**src/rtl/power_meter.sv**
```systemverilog
// Charge-and-release power meter: power ramps (saturating or ping-pong) while
// charge is held, and the value at release is reported as a one-cycle shot.
//
// state  | meaning
// IDLE   | meter cleared, waiting for charge
// CHARGE | prescaler running, power moves on each tick
// FIRE   | single cycle, shot_valid high, power cleared on exit
module power_meter #(
    parameter int WIDTH = 8,
    parameter int DIV   = 64,
    parameter int STEP  = 1,
    parameter int MAX   = 255
) (
    input  logic             clk,
    input  logic             rst,
    input  logic             charge,
    input  logic             mode,
    input  logic             load,
    input  logic [WIDTH-1:0] load_value,
    output logic [WIDTH-1:0] power,
    output logic             full,
    output logic             shot_valid,
    output logic [WIDTH-1:0] shot_power
);

    localparam int PW = $clog2(DIV);
    localparam logic [WIDTH:0]   STEP_X = (WIDTH+1)'(STEP);
    localparam logic [WIDTH:0]   MAX_X  = (WIDTH+1)'(MAX);
    localparam logic [WIDTH-1:0] MAX_V  = WIDTH'(MAX);
    localparam logic [PW-1:0]    PRE_TC = PW'(DIV - 1);

    typedef enum logic [1:0] {IDLE = 2'd0, CHARGE = 2'd1, FIRE = 2'd2} state_t;

    state_t           state_q, state_d;
    logic [PW-1:0]    presc_q, presc_d;
    logic             dir_q, dir_d;       // 1 = counting down (ping-pong only)
    logic [WIDTH-1:0] power_q, power_d;
    logic [WIDTH-1:0] shot_q, shot_d;
    logic             full_q, full_d;

    logic             tick;
    logic [WIDTH:0]   sum_up;
    logic [WIDTH-1:0] tick_val;
    logic             tick_dir;
    logic [WIDTH-1:0] load_clamped;

    always_ff @(posedge clk) begin
        if (rst) begin
            state_q <= IDLE;
            presc_q <= '0;
            dir_q   <= 1'b0;
            power_q <= '0;
            shot_q  <= '0;
            full_q  <= 1'b0;
        end else begin
            state_q <= state_d;
            presc_q <= presc_d;
            dir_q   <= dir_d;
            power_q <= power_d;
            shot_q  <= shot_d;
            full_q  <= full_d;
        end
    end

    always_comb begin
        state_d = state_q;
        case (state_q)
            IDLE:    if (charge) state_d = CHARGE;
            CHARGE:  if (!charge) state_d = FIRE;
            FIRE:    state_d = IDLE;
            default: state_d = IDLE;
        endcase
    end

    // Tick arithmetic is done one bit wider so power+STEP can never wrap.
    always_comb begin
        tick     = (state_q == CHARGE) && (presc_q == PRE_TC);
        sum_up   = {1'b0, power_q} + STEP_X;
        tick_val = power_q;
        tick_dir = dir_q;
        if (!mode) begin
            tick_val = (sum_up >= MAX_X) ? MAX_V : sum_up[WIDTH-1:0];
        end else if (!dir_q) begin
            if (sum_up >= MAX_X) begin
                tick_val = MAX_V;
                tick_dir = 1'b1;
            end else begin
                tick_val = sum_up[WIDTH-1:0];
            end
        end else if ({1'b0, power_q} <= STEP_X) begin
            tick_val = '0;
            tick_dir = 1'b0;
        end else begin
            tick_val = power_q - STEP_X[WIDTH-1:0];
        end
        load_clamped = ({1'b0, load_value} >= MAX_X) ? MAX_V : load_value;
    end

    always_comb begin
        presc_d = presc_q;
        dir_d   = dir_q;
        power_d = power_q;
        shot_d  = shot_q;
        case (state_q)
            CHARGE: begin
                // Release freezes the current value; a same-cycle tick or load is dropped.
                if (!charge) begin
                    shot_d = power_q;
                end else if (load) begin
                    power_d = load_clamped;
                    presc_d = '0;
                end else if (tick) begin
                    power_d = tick_val;
                    dir_d   = tick_dir;
                    presc_d = '0;
                end else begin
                    presc_d = presc_q + PW'(1);
                end
            end
            default: begin
                power_d = '0;
                presc_d = '0;
                dir_d   = 1'b0;
            end
        endcase
        full_d = (power_d == MAX_V);
    end

    always_comb begin
        power      = power_q;
        full       = full_q;
        shot_valid = (state_q == FIRE);
        shot_power = shot_q;
    end

endmodule

```
**config.mk**
```make
export PLATFORM = sky130hd
export DESIGN_NAME = power_meter
export DESIGN_NICKNAME = d
export VERILOG_FILES = /design/src/rtl/power_meter.sv
export SDC_FILE = /design/constraint.sdc
export NUM_CORES = 1
export LEC_CHECK = 0
export ABC_AREA = 1
export BUFFER_PORTS_ARGS = -buffer_cell sky130_fd_sc_hd__clkbuf_2
export CAP_MARGIN = 20
export CORE_MARGIN = 4
export CORE_UTILIZATION = 45
export CTS_CLUSTER_DIAMETER = 150
export DETAILED_ROUTE_END_ITERATION = 7
export GPL_TIMING_DRIVEN = 0
export PLACE_DENSITY = 0.66
export SYNTH_ARGS = -nofsm -noshare
export SYNTH_HDL_FRONTEND = slang
export SYNTH_SLANG_ARGS = --single-unit
```
**constraint.sdc**
```tcl
create_clock -name clk -period 2.4 [get_ports clk]
set_input_delay 0 -clock clk [delete_from_list [all_inputs] [get_ports clk]]
set_output_delay 0 -clock clk [all_outputs]
set_load 0.01 [all_outputs]
```
==> key figures, run 1 <==
Run status
  • Status: complete, no violations

Place
  • Post-DP HPWL: around 3700 um
  • Placed insts: 369
  • Final Wtd Congestion: 0.954
  • IO Port Bufs: 28

Pwr
  • Leakage: 0.00102 uW
  • Maximum VDD drop: 341 uV
  • Clk pwr share: 0.350
  • Sequential share of power: 0.541
  • Power Total: 815 uW
  • Combinational share of power: 0.109
  • Power density over cell area: a little under 400 nW/um^2
  • Switching pwr: 202 uW
  • Switching portion of total power: 0.248
  • Cell Int Power: 613 uW

Detailed routing
  • ANT nets after route: 0
  • Total Wirelength: approximately 4600 um
  • Via count: 1824
  • DRT Pass-1 Iters: 4
  • Routed WL per cell: 12.4 um
  • DR vias/cell: 4.88
  • Initial DRC Count: 111
  • Number of remaining DRC errors: 0

Worst setup path
  • R2R cell count: 16
  • FF-to-FF Start: power[0]
  • Worst Path Arrival: 2380 ps
  • Crit. End Element: flip-flop
  • CP Max Fanout: 8
  • Reg2reg end: full
  • Type of the worst setup path: reg2reg
  • Worst Path Required: 2610 ps
  • Reg2Reg Setup Slack: 230 ps
  • Setup crit start kind: flip-flop

Synthesis
  • Synth top area cells: dfxtp_1, nand2_1, nor2_1, a21oi_1, inv_1
  • Post-synth EDFFs: 0
  • Syn Area/Cell: approximately 6.2 um^2
  • Post-synth ARST share: 0
  • Post-synthesis register bit count: 26
  • Post-Syn Area: 1820 um^2
  • Post-synth top flop: dfxtp_1
  • Yosys warns: 0
  • Synth top area share: 0.286
  • Post-synthesis sequential area ratio: 0.286
  • Unique masters post-synth: 34
  • Cell taking the most area after synthesis: dfxtp_1
  • Syn Inst Count: just under 300
  • Syn Nets: between 300 and 400

Global routing
  • Initial antenna violation count: 0
  • All-layer global routing usage: 0.194
  • Largest net degree at the start of global routing: 15
  • First-pass GRT wire length: 8110 um
  • GRT overflow: 0
  • Vias in the first global route: between 1500 and 2000

Run
  • Max-Cap Viols: 0

Layout
  • Antenna cells: 0
  • Layout cells sized above 1: 0.215
  • Fin cells: between 300 and 400
  • Nets: 345
  • Most frequent cells in the layout: nand2_1, nor2_1, clkbuf_2, inv_1, a21oi_1
  • Synth-to-layout area growth: 14.7%
  • Fillers: 410
  • Most common cell after layout, fill and taps aside: nand2_1

Floorplan
  • Io pins: 31
  • Die W: 71.7 um
  • Initial Util: 0.480
  • Total core area: about 3800 um^2
  • Die H: between 70 and 80 um
  • Die area: 5130 um^2
  • Num rows: 22

Timing
  • Hold violation count in the final report: 0
  • Slew headroom: 0.692
  • Unrepaired setup endpoints after global routing: false
  • Setup TNS: 0 ps
  • Final setup violation count: 0
  • Final cycle utilization of the critical path: 0.905
  • Skew final: 2.82 ps
  • Slew Viols, Final: 0
  • Fmax: 460 MHz
  • Worst-Margin Slew: 463 ps
  • Min Tclk post-route: 2170 ps

Hold path
  • Hold Startpoint: load_value[1]
  • Worst hold stages: 5
  • Hold Crit Endpoint: power[1]
  • Worst hold path class: in2reg

Clocking
  • CTS buffer count: 3
  • Clock sink count: 26
  • Clk root buf: clkbuf_8
  • CTS tree: done
  • Max Root-Sink Buffers: 2
  • H-tree levels: 1
  • Clock slew at the register clock pins of the worst setup and hold paths: 90 ps
  • Clock Latency Late Sink: ~270 ps
==> final cells by class <==
type	count	area [um^2]	share of cell area
tap	48	60.1	0.0287
clock buffer	4	55.1	0.0263
sequential	26	523	0.250
buffer	6	38.8	0.0186
inverter	38	143	0.0682
multi-input combinational	223	1120	0.536
timing repair buffer	29	150	0.0718
==> flip-flops by register name, indices dropped and copies added (netlist names) <==
| register | count |
|---|---|
| presc_q | 6 |
| dir_q | 1 |
| state_q | 2 |
| power | 8 |
| shot_power | 8 |
| full | 1 |
==> worst max-delay path, cell delays in order (launching register included) <==
cell and delay, ps:
dfxtp_2 440, inv_2 120, ha_1 300, inv_1 60, o21bai_1 120, nand3_1 90
nor2_2 160, nand3_4 120, nand3_1 90, nand2_1 50, nand2_1 60, nand2_1 50
nand2_1 90, nand2_1 70, nand2_1 70, nand3_1 100, nor3_2 110
==> power by group through the flow <==
stage                     Combinational [uW]  Clock, uW  Sequential, uW
final                                   88.5        285             441
after global routing                     102        309             442
after CTS                               88.6        292             440
after detailed placement                86.9          0             451
after global placement                  86.7          0             450
after floorplan                         57.6          0             451
==> synthesized netlist by cell type, types with 4 or more instances <==
library cell	instances
a21oi_1	25
dfxtp_1	26
ha_1	5
inv_1	27
inv_2	10
nand2_1	86
nand2_2	6
nand3_1	16
nand3_2	5
nor2_1	42
nor2_2	4
nor3_1	4
o21ai_0	6
==> logic make-up (layout without fill, tap and decap cells) <==
family | after synthesis | after routing | synth area share
compound gates | 43 | 43 | 0.132
xor+xnor | 4 | 4 | 0.0192
fa+ha+maj | 5 | 5 | 0.0343
buf+inv | 44 | 77 | 0.0995
flops | 26 | 26 | 0.286
simple gates | 171 | 171 | 0.430
==> through the flow <==
step | setup slack [ps] | hold WS (ps) | area [um^2] | utilization
2_1_floorplan | 417 | 89.6 | 1820 | -
3_3_place_gp | 137 | 245 | 2020 | 0.533
3_5_place_dp | 115 | 249 | 2020 | 0.533
4_1_cts | 52.0 | 117 | 2090 | 0.550
5_1_grt | 3.13 | 142 | 2090 | 0.550
6_report | 228 | 111 | 2090 | 0.550
==> layer usage <==
layer | vias to the layer above | wire length (um) | track usage
met5 | - | 0 | 0
met4 | 0 | 43 | 0.0522
met3 | 5 | 156 | 0.0224
met2 | 31 | 2090 | 0.309
met1 | 793 | 2340 | 0.274
li1 | 995 | - | -
==> worst max path at each step <==
stage / startpoint / end / slack, ps / cells past startpoint
after global routing: power[0] / full / 3 / 16
final: power[0] / full / 230 / 16
after global placement: power[0] / full / 140 / 16
after detailed placement: power[0] / full / 110 / 16
after CTS: power[0] / full / 50 / 16
after floorplan: power[0] / full / 420 / 16
==> repair_timing <==
item | CTS | global route
hold buffers | 1 | 0
setup endpoints to repair | 0 | 3
resized for setup | 0 | 2
setup buffers | 0 | 0
hold endpoints to repair | 1 | 0
Power figures use the tool's default switching activity.
==> run 2, diff against run 1 <==
Clock period 2.4 ns to 2.6 ns, I/O delays scaled along.
==> key figures, run 2 (synthesized netlist as in run 1, its figures left out) <==
Global routing
  • Largest net degree at the start of global routing: 15 (unchanged)
  • Vias in the first global route: 1751 (unchanged)
  • Initial antenna violation count: 0 (unchanged)
  • GRT overflow: 0 (unchanged)
  • All-layer global routing usage: 0.194 (unchanged)
  • First-pass GRT wire length: 8110 um (unchanged)

Worst setup path
  • FF-to-FF Start: power[0]
  • R2R cell count: 16 (unchanged)
  • CP Cell Sequence: inv_2, ha_1, inv_1, o21bai_1, nand3_1, nor2_2, nand3_4, nand3_1, nand2_1, nand2_1, nand2_1, nand2_1, nand2_1, nand2_1, nand3_1, nor3_2
  • Setup crit start kind: flip-flop
  • Crit path top cell by count: nand2_1
  • Crit. End Element: flip-flop
  • Reg2reg end: full
  • Worst Path Arrival: 2530 ps (+150 ps)
  • Reg2Reg Setup Slack: 280 ps (+50 ps)
  • Crit path launch: power[0]
  • CP Max Fanout: 8 (unchanged)
  • Worst Path Required: 2810 ps (+200 ps)
  • Crit path largest cell delay: 540 ps (+100 ps)
  • Type of the worst setup path: reg2reg
  • Slowest-stage cell, CP: dfxtp_1

Run status
  • Status: complete, no violations

Layout
  • Most frequent cells in the layout: nand2_1, nor2_1, clkbuf_2, inv_1, dfxtp_1
  • Fin cells: 374 (unchanged)
  • Antenna cells: 0 (unchanged)
  • Post-route cell area: 2090 um^2 (-0.12%)
  • Nets: 345 (unchanged)
  • Layout cells sized above 1: 0.209 (-0.00613)
  • Most common cell after layout, fill and taps aside: nand2_1
  • Synth-to-layout area growth: 14.6%

Pwr
  • Maximum VDD drop: 314 uV (-7.7%)
  • Leakage: 0.00102 uW (about the same)
  • Power density over cell area: 360 nW/um^2 (-7.6%)

Place
  • Placed Instance Area: 2020 um^2 (unchanged)
  • Final Wtd Congestion: 0.954 (unchanged)
  • Post-DP HPWL: 3750 um (unchanged)
  • IO Port Bufs: 28 (unchanged)
  • Placed insts: 369 (unchanged)

Detailed routing
  • Via count: 1824 (unchanged)
  • Routed WL per cell: 12.4 um (about the same)
  • Number of remaining DRC errors: 0 (unchanged)
  • Routed wl met3: 156 um (unchanged)
  • DR vias/cell: 4.88 (unchanged)
  • M1 wire length: 2340 um (about the same)
  • Uppermost routed layer: met4
  • ANT nets after route: 0 (unchanged)
  • WL met2: 2090 um (unchanged)
  • Total Wirelength: 4630 um (about the same)
  • Initial DRC Count: 111 (unchanged)
  • DRT Pass-1 Iters: 4 (unchanged)

Clocking
  • Clock slew at the register clock pins of the worst setup and hold paths: 90 ps (about the same)
  • H-tree levels: 1 (unchanged)
  • Clk root buf: clkbuf_8
  • Max Root-Sink Buffers: 2 (unchanged)
  • Clock sink count: 26 (unchanged)
  • CTS tree: done
  • Setup Fix Bufs, Post-CTS: 0 (unchanged)
  • Clock Latency Late Sink: 270 ps (about the same)
  • CTS buffer count: 3 (unchanged)

Floorplan
  • Total core area: 3800 um^2 (unchanged)
  • Die H: 71.7 um (unchanged)
  • Die W: 71.7 um (unchanged)
  • Num rows: 22 (unchanged)
  • Die area: 5130 um^2 (unchanged)
  • Initial Util: 0.480 (unchanged)
  • Io pins: 31 (unchanged)

Timing
  • Final setup violation count: 0 (unchanged)
  • Fmax: 431 MHz (-6.4%)
  • Final cycle utilization of the critical path: 0.892 (-0.0127)
  • Unrepaired setup endpoints after global routing: false
  • Slew Viols, Final: 0 (unchanged)
  • Hold violation count in the final report: 0 (unchanged)
  • Setup TNS: 0 ps (unchanged)
  • Min Tclk post-route: 2320 ps (+148 ps)
  • Skew final: 2.81 ps (-0.0140 ps)
  • Slew headroom: 0.691 (about the same)
  • Worst-Margin Slew: 463 ps (+0.0849 ps)

Hold path
  • Worst hold path class: in2reg
  • Worst hold stages: 5 (unchanged)
  • Hold Crit Endpoint: power[1]
  • Hold Startpoint: load_value[1]

Run
  • Max-Cap Viols: 0 (unchanged)
run 2: cell counts in the layout (fill, tap and decap cells not counted):
No cell type changed its count.
run 2: routing by layer:
metal	GRT usage	vias up
met1	0.274	793
met2	0.309	31
met3	0.0224	5
met4	0.0522	0
li1	-	995
met5	0	-
run 2: power breakdown:
part	leakage, uW	internal, uW	switching, uW
clock network	0.0000288	135	128
logic	0.000780	28.3	53.3
registers	0.000210	402	4.89
total	0.00102	566	186
run 2: worst max-delay path by stage:
stage | cells past startpoint | slack [ps] | endpoint
after global placement | 16 | 340 | full
after detailed placement | 16 | 310 | full
after global routing | 16 | 40 | full
after floorplan | 16 | 620 | full
after CTS | 16 | 250 | full
final | 16 | 280 | full
run 2: what timing repair did:
item	4_1_cts	5_1_grt
hold endpoints to repair	1	0
resized for setup	0	0
hold buffers	1	0
run 2: final cells by class:
class                      count  area (um^2)
buffer                         6         38.8
clock buffer                   4         55.1
fill                         411         1710
inverter                      38          143
multi-input combinational    223         1120
sequential                    26          520
tap                           48         60.1
timing repair buffer          29          150
run 2: stage by stage:
stage / setup WS, ps / util / power [uW] / hold slack [ps]
after floorplan: 617 / - / 469 / 89.6
after global routing: 41.0 / 0.550 / 786 / 142
after CTS: 252 / 0.550 / 758 / 117
after detailed placement: 315 / 0.533 / 496 / 249
final: 280 / 0.550 / 752 / 118
after global placement: 337 / 0.533 / 496 / 245
run 2: critical path, delay by kind of cell (launching register included):
family | cells | cell delay, ps
buf+inv | 2 | 210
fa+ha+maj | 1 | 320
compound gates | 1 | 120
simple gates | 12 | 1060
flops | 1 | 540
